### src/rtl/control_pkg.sv
// Shared encodings for the multicycle control unit: FSM states, opcodes and mux selects.
// Also defines the packed control word driven to the datapath.
package control_pkg;

    typedef enum logic [3:0] {
        StFetch    = 4'd0,
        StDecode   = 4'd1,
        StMemAddr  = 4'd2,
        StMemRead  = 4'd3,
        StMemWb    = 4'd4,
        StMemWrite = 4'd5,
        StExecR    = 4'd6,
        StRwb      = 4'd7,
        StExecI    = 4'd8,
        StIwb      = 4'd9,
        StBranch   = 4'd10,
        StJump     = 4'd11,
        StHalt     = 4'd12,
        StTrap     = 4'd13
    } state_t;

    localparam logic [3:0] OpRType = 4'd0;
    localparam logic [3:0] OpAddi  = 4'd1;
    localparam logic [3:0] OpLw    = 4'd2;
    localparam logic [3:0] OpSw    = 4'd3;
    localparam logic [3:0] OpBeq   = 4'd4;
    localparam logic [3:0] OpBne   = 4'd5;
    localparam logic [3:0] OpJ     = 4'd6;
    localparam logic [3:0] OpHalt  = 4'd15;

    localparam logic [1:0] AluAdd   = 2'b00;
    localparam logic [1:0] AluSub   = 2'b01;
    localparam logic [1:0] AluFunct = 2'b10;

    localparam logic [1:0] SrcBRegB   = 2'b00;
    localparam logic [1:0] SrcBConst2 = 2'b01;
    localparam logic [1:0] SrcBImm    = 2'b10;
    localparam logic [1:0] SrcBImmShl = 2'b11;

    localparam logic [1:0] PcDataAlu    = 2'b00;
    localparam logic [1:0] PcDataAluOut = 2'b01;
    localparam logic [1:0] PcDataJump   = 2'b10;

    typedef struct packed {
        logic [1:0] alu_op;
        logic       alu_src_a;
        logic [1:0] alu_src_b;
        logic       sign_ext;
        logic       iord;
        logic       mem_read;
        logic       mem_write;
        logic       ireg_write;
        logic       greg_write;
        logic       write_addr;
        logic       write_data;
        logic       pc_write;
        logic       pc_write_beq;
        logic       pc_write_bne;
        logic [1:0] pc_data;
        logic       halted;
        logic       trap;
    } ctrl_t;

endpackage

### src/rtl/control_output_decode.sv
// Combinational state -> control word decoder (Moore outputs), also used by the trace monitor.
module control_output_decode
    import control_pkg::*;
(
    input  logic [3:0] state,
    input  logic       is_beq,
    input  logic       is_bne,
    input  logic       mem_ready,
    input  logic       reset,
    output ctrl_t      ctrl
);

    always_comb begin
        ctrl = '0;
        case (state)
            StFetch: begin
                ctrl.mem_read   = 1'b1;
                ctrl.alu_src_b  = SrcBConst2;
                ctrl.alu_op     = AluAdd;
                ctrl.pc_data    = PcDataAlu;
                ctrl.ireg_write = mem_ready;
                ctrl.pc_write   = mem_ready;
            end
            StDecode: begin
                ctrl.alu_src_b = SrcBImmShl;
                ctrl.sign_ext  = 1'b1;
            end
            StMemAddr: begin
                ctrl.alu_src_a = 1'b1;
                ctrl.alu_src_b = SrcBImm;
                ctrl.sign_ext  = 1'b1;
            end
            StMemRead: begin
                ctrl.mem_read = 1'b1;
                ctrl.iord     = 1'b1;
            end
            StMemWb: begin
                ctrl.greg_write = 1'b1;
                ctrl.write_data = 1'b1;
                ctrl.write_addr = 1'b1;
            end
            StMemWrite: begin
                ctrl.mem_write = 1'b1;
                ctrl.iord      = 1'b1;
            end
            StExecR: begin
                ctrl.alu_src_a = 1'b1;
                ctrl.alu_src_b = SrcBRegB;
                ctrl.alu_op    = AluFunct;
            end
            StRwb: ctrl.greg_write = 1'b1;
            StExecI: begin
                ctrl.alu_src_a = 1'b1;
                ctrl.alu_src_b = SrcBImm;
                ctrl.sign_ext  = 1'b1;
            end
            StIwb: begin
                ctrl.greg_write = 1'b1;
                ctrl.write_addr = 1'b1;
            end
            StBranch: begin
                ctrl.alu_src_a    = 1'b1;
                ctrl.alu_src_b    = SrcBRegB;
                ctrl.alu_op       = AluSub;
                ctrl.pc_data      = PcDataAluOut;
                ctrl.pc_write_beq = is_beq;
                ctrl.pc_write_bne = is_bne;
            end
            StJump: begin
                ctrl.pc_write = 1'b1;
                ctrl.pc_data  = PcDataJump;
            end
            StHalt: ctrl.halted = 1'b1;
            StTrap: ctrl.trap = 1'b1;
            default: ;
        endcase

        // Architectural state must not change while reset is held.
        ctrl.ireg_write = ctrl.ireg_write & ~reset;
        ctrl.pc_write   = ctrl.pc_write & ~reset;
        ctrl.mem_write  = ctrl.mem_write & ~reset;
        ctrl.greg_write = ctrl.greg_write & ~reset;
    end

endmodule

### src/rtl/multicycle_control_fsm.sv
// Multicycle control unit: state register and next-state logic; outputs come from the decoder.
module multicycle_control_fsm
    import control_pkg::*;
#(
    parameter int unsigned OPCODE_W      = 4,
    parameter bit          MEM_HANDSHAKE = 1'b1
) (
    input  logic                CLK,
    input  logic                Reset,
    input  logic [OPCODE_W-1:0] Opcode,
    input  logic                MemReady,
    output logic [1:0]          ALUOp,
    output logic                ALUSrcA,
    output logic [1:0]          ALUSrcB,
    output logic                SignExt,
    output logic                IorD,
    output logic                MemRead,
    output logic                MemWrite,
    output logic                IRegWrite,
    output logic                GRegWrite,
    output logic                WriteAddr,
    output logic                WriteData,
    output logic                PCWrite,
    output logic                PCWriteBeq,
    output logic                PCWriteBne,
    output logic [1:0]          PCData,
    output logic [3:0]          current_state,
    output logic [3:0]          next_state,
    output logic                halted,
    output logic                trap
);

    state_t     state_q, state_d;
    logic [3:0] opc_lo;
    logic       opc_hi_set;
    logic       mem_ready;
    ctrl_t      ctrl;

    assign opc_lo    = Opcode[3:0];
    assign mem_ready = MemReady | ~MEM_HANDSHAKE;

    if (OPCODE_W > 4) begin : gen_wide_opcode
        assign opc_hi_set = |Opcode[OPCODE_W-1:4];
    end else begin : gen_narrow_opcode
        assign opc_hi_set = 1'b0;
    end

    always_ff @(posedge CLK) begin
        state_q <= state_d;
    end

    always_comb begin
        state_d = state_q;
        case (state_q)
            StFetch:    if (mem_ready) state_d = StDecode;
            StDecode: begin
                if (opc_hi_set) begin
                    state_d = StTrap;
                end else begin
                    case (opc_lo)
                        OpRType:    state_d = StExecR;
                        OpAddi:     state_d = StExecI;
                        OpLw, OpSw: state_d = StMemAddr;
                        OpBeq, OpBne: state_d = StBranch;
                        OpJ:        state_d = StJump;
                        OpHalt:     state_d = StHalt;
                        default:    state_d = StTrap;
                    endcase
                end
            end
            // Opcode is held stable, so anything other than LW/SW here is a corrupted IR.
            StMemAddr: begin
                if (!opc_hi_set && opc_lo == OpLw)      state_d = StMemRead;
                else if (!opc_hi_set && opc_lo == OpSw) state_d = StMemWrite;
                else                                    state_d = StTrap;
            end
            StMemRead:  if (mem_ready) state_d = StMemWb;
            StMemWrite: if (mem_ready) state_d = StFetch;
            StExecR:    state_d = StRwb;
            StExecI:    state_d = StIwb;
            StMemWb, StRwb, StIwb, StBranch, StJump: state_d = StFetch;
            StHalt:     state_d = StHalt;
            StTrap:     state_d = StTrap;
            default:    state_d = StTrap;
        endcase
        if (Reset) state_d = StFetch;
    end

    control_output_decode u_decode (
        .state     (state_q),
        .is_beq    (!opc_hi_set && opc_lo == OpBeq),
        .is_bne    (!opc_hi_set && opc_lo == OpBne),
        .mem_ready (mem_ready),
        .reset     (Reset),
        .ctrl      (ctrl)
    );

    assign ALUOp         = ctrl.alu_op;
    assign ALUSrcA       = ctrl.alu_src_a;
    assign ALUSrcB       = ctrl.alu_src_b;
    assign SignExt       = ctrl.sign_ext;
    assign IorD          = ctrl.iord;
    assign MemRead       = ctrl.mem_read;
    assign MemWrite      = ctrl.mem_write;
    assign IRegWrite     = ctrl.ireg_write;
    assign GRegWrite     = ctrl.greg_write;
    assign WriteAddr     = ctrl.write_addr;
    assign WriteData     = ctrl.write_data;
    assign PCWrite       = ctrl.pc_write;
    assign PCWriteBeq    = ctrl.pc_write_beq;
    assign PCWriteBne    = ctrl.pc_write_bne;
    assign PCData        = ctrl.pc_data;
    assign halted        = ctrl.halted;
    assign trap          = ctrl.trap;
    assign current_state = state_q;
    assign next_state    = state_d;

endmodule

### config.mk
export PLATFORM = sky130hd
export DESIGN_NAME = multicycle_control_fsm
export DESIGN_NICKNAME = d
export VERILOG_FILES = /design/src/rtl/control_pkg.sv /design/src/rtl/control_output_decode.sv /design/src/rtl/multicycle_control_fsm.sv
export SDC_FILE = /design/constraint.sdc
export NUM_CORES = 1
export LEC_CHECK = 0
export BUFFER_PORTS_ARGS = -buffer_cell sky130_fd_sc_hd__clkbuf_2
export CORE_AREA = 2 2 39 41
export DETAILED_ROUTE_END_ITERATION = 16
export DIE_AREA = 0 0 41 43
export PLACE_DENSITY = 0.77
export SYNTH_ARGS = -nofsm -noshare
export SYNTH_HDL_FRONTEND = slang
export SYNTH_SLANG_ARGS = --single-unit
### constraint.sdc
create_clock -name CLK -period 2.6 [get_ports CLK]
set_clock_uncertainty 0.15 [all_clocks]
set_input_delay 0.26 -clock CLK [delete_from_list [all_inputs] [get_ports CLK]]
set_output_delay 0.26 -clock CLK [all_outputs]
set_load 0.01 [all_outputs]
==> flow_metrics.py <==
metrics = {
    "timing": {
        "setup_ws_ns": 0.156,
        "timing.final.crit_share_pct": 94.0,
        "hold_viol_final": 0,
        "setup_viol": 0,
        "rsz0062_at_grt": "false",
        "final_max_slew_viol_count": 0,
        "tns_ns": 0,
        "min_period_ns": 2.44,
        "fmax_mhz": 409,
        "max_slew_margin_pct": 60.1,
        "worstMarginPinSlew_ns": 0.598,
    },
    "synth": {
        "yosys-top-cells-area": "dfxtp_1 (14%), nor2_1 (12%), nand2b_1 (5.5%)",
        "synthFlopType": "dfxtp_1",
        "synth_nets": 95,
        "synth_edf_count": 0,
        "synth_cell_types": 38,
        "syn_area_um2": 573,
        "yosysWarnings": 0,
        "seq_area_frac_synth_pct": 14.0,
        "syn-instance-count": 88,
        "ys_seq_elements": 4,
        "yosysTopAreaCell": "dfxtp_1",
        "synth-async-reset-ratio_pct": 0,
        "avgSynthCellArea_um2": 6.51,
        "synth_top_cell_area_share_pct": 14.0,
    },
    "drt": {
        "via_per_inst": 5.46,
        "wirelength_um": 1490,
        "num_vias": 721,
        "final_antenna_net_count": 0,
        "first_iter_violations": 14,
        "wl_per_cell_um": 11.3,
        "first_pass_iters": 4,
        "drc_errors": 0,
    },
    "finish": {
        "area_delta_synth_final_pct": 27.7,
        "antenna_cells": 0,
        "final_net_count": 125,
        "largest_reg_flops": 4,
        "drive_above_1_share_pct": 36.2,
    },
    "pwr": {
        "peakVddDrop_uv": 391,
        "p_leak_uw": 0.000343,
        "power_density_nw_per_um2": 699,
        "power_uw": 512,
    },
    "grt": {
        "overflow": 0,
        "antenna_found_initial": 0,
        "grt_max_degree": 20,
        "grt.total_usage_pct": 18.4,
        "grt_pass1_wl_um": 2280,
        "grt_pass1_vias": 541,
    },
    "clock_network": {
        "cts_buffer_depth": 2,
        "clock_sinks": 4,
        "numCtsBuffers": 3,
        "cts_tree": "yes",
        "cts_hold_buf": 0,
        "root_buffer": "clkbuf_4",
        "cts_setup_buffers": 0,
        "cts_resized": 0,
        "clk_latency_ns": 0.24,
        "clk_pin_slew_ns": 0.04,
        "htree_num_levels": 1,
    },
    "setup_path": {
        "required_ns": 2.19,
        "arrival_ns": 2.03,
        "critPathCaptureType": "output pin",
        "cp_cell_sequence": "nor4b_2 -> o21ai_1 -> o32a_1 -> a311oi_2 -> clkbuf_2",
        "worst_path_max_delay_cell": "dfxtp_1",
        "cp_slowest_stage_delay_ns": 0.59,
        "path_class": "reg -> out",
        "worst-path-max-fanout": 15,
        "start_kind": "flip-flop",
    },
    "placed_design": {
        "port_buffers": 34,
        "pre_cts_slack_ns": 0.443,
        "hpwl_um": 1160,
        "place.gp.congestion": 0.879,
    },
    "die": {
        "die-area_um2": 1760,
        "initial_core_util_pct": 41.4,
        "core_um2": 1380,
        "die_width_um": 41,
        "core.rowCount": 14,
        "die_y_um": 43,
        "ios": 35,
    },
    "run": {
        "maxCapViolations": 0,
    },
    "outcome": {
        "outcome": "finished clean",
    },
    "hold_path": {
        "hp-class": "in -> reg",
    },
}
-- where the power goes --
part	total [uW]	internal [uW]	switching [uW]
Clock	78.4	51.7	26.6
Combinational	304	139	165
Sequential	130	74.6	54.9
-- worst max-delay path, delay by kind of cell (launching register included) --
kind | cells | cell delay [ns]
buf+inv | 1 | 0.18
flops | 1 | 0.59
simple gates | 1 | 0.44
compound gates | 3 | 0.58
-- worst paths after layout --
| check | from | to | slack (ns) | cells after the start |
|---|---|---|---|---|
| min | Reset | current_state[1] | 0.18 | 2 |
| max | current_state[0] | next_state[1] | 0.16 | 5 |
| max reg2reg | current_state[0] | current_state[1] | 0.74 | 4 |
| min reg2reg | current_state[3] | current_state[1] | 0.69 | 1 |
-- synth_stat cells, drive strengths merged (3+ instances only) --
library cell,number
nor2,19
o21ai,5
dfxtp,4
nand3,3
nand2,6
nor3,4
buf,8
a31oi,3
a21o,3
inv,3
or2,3
nand2b,5
-- metrics by stage --
step / utilization [%] / instances / hold slack [ns] / area, um^2
6_report: 52.9 / 132 / 0.176 / 732
5_1_grt: 52.9 / 132 / 0.176 / 732
4_1_cts: 52.9 / 132 / 0.166 / 732
3_5_place_dp: 51.3 / 129 / 0.415 / 709
3_3_place_gp: 51.3 / 129 / 0.409 / 709
2_1_floorplan: - / 88 / 0.369 / 573
-- kinds of logic after synthesis --
family	share of synthesized area [%]
AO/OA/AOI/OAI	26.6
multiplexers	1.96
XOR/XNOR	4.59
flip-flops	14.0
buffers and inverters	11.4
AND/OR/NAND/NOR	41.5
-- cells in the final DEF, fill, tap and decap left out, types with 2 or more instances in the layout --
cell,netlist,layout
nor3_1,4,4
nand2_1,6,6
a21oi_1,2,2
a21o_1,3,3
inv_1,3,3
clkbuf_4,0,3
nor2_1,19,19
clkbuf_2,0,34
xor2_1,2,2
a31oi_1,3,3
nand3_1,3,3
nand2b_1,5,5
dfxtp_1,4,4
o21ai_0,4,4
-- area by class of cell --
| class | instances | area (um^2) |
|---|---|---|
| Fill cell | 153 | 652 |
| Timing Repair Buffer | 34 | 170 |
| Tap cell | 16 | 20.0 |
| Clock buffer | 3 | 22.5 |
| Inverter | 3 | 11.3 |
| Multi-Input combinational cell | 72 | 428 |
| Sequential cell | 4 | 80.1 |
-- per-layer routing --
layer | global-route usage, % | vias to the layer above | part of all wire [%]
li1 | - | 368 | -
met1 | 24.7 | 328 | 43
met2 | 28.4 | 25 | 51
met3 | 6.28 | 0 | 5.6
met4 | 2.00 | 0 | 0
met5 | 0 | - | 0
Note: power is estimated with default switching activity, not from simulation.
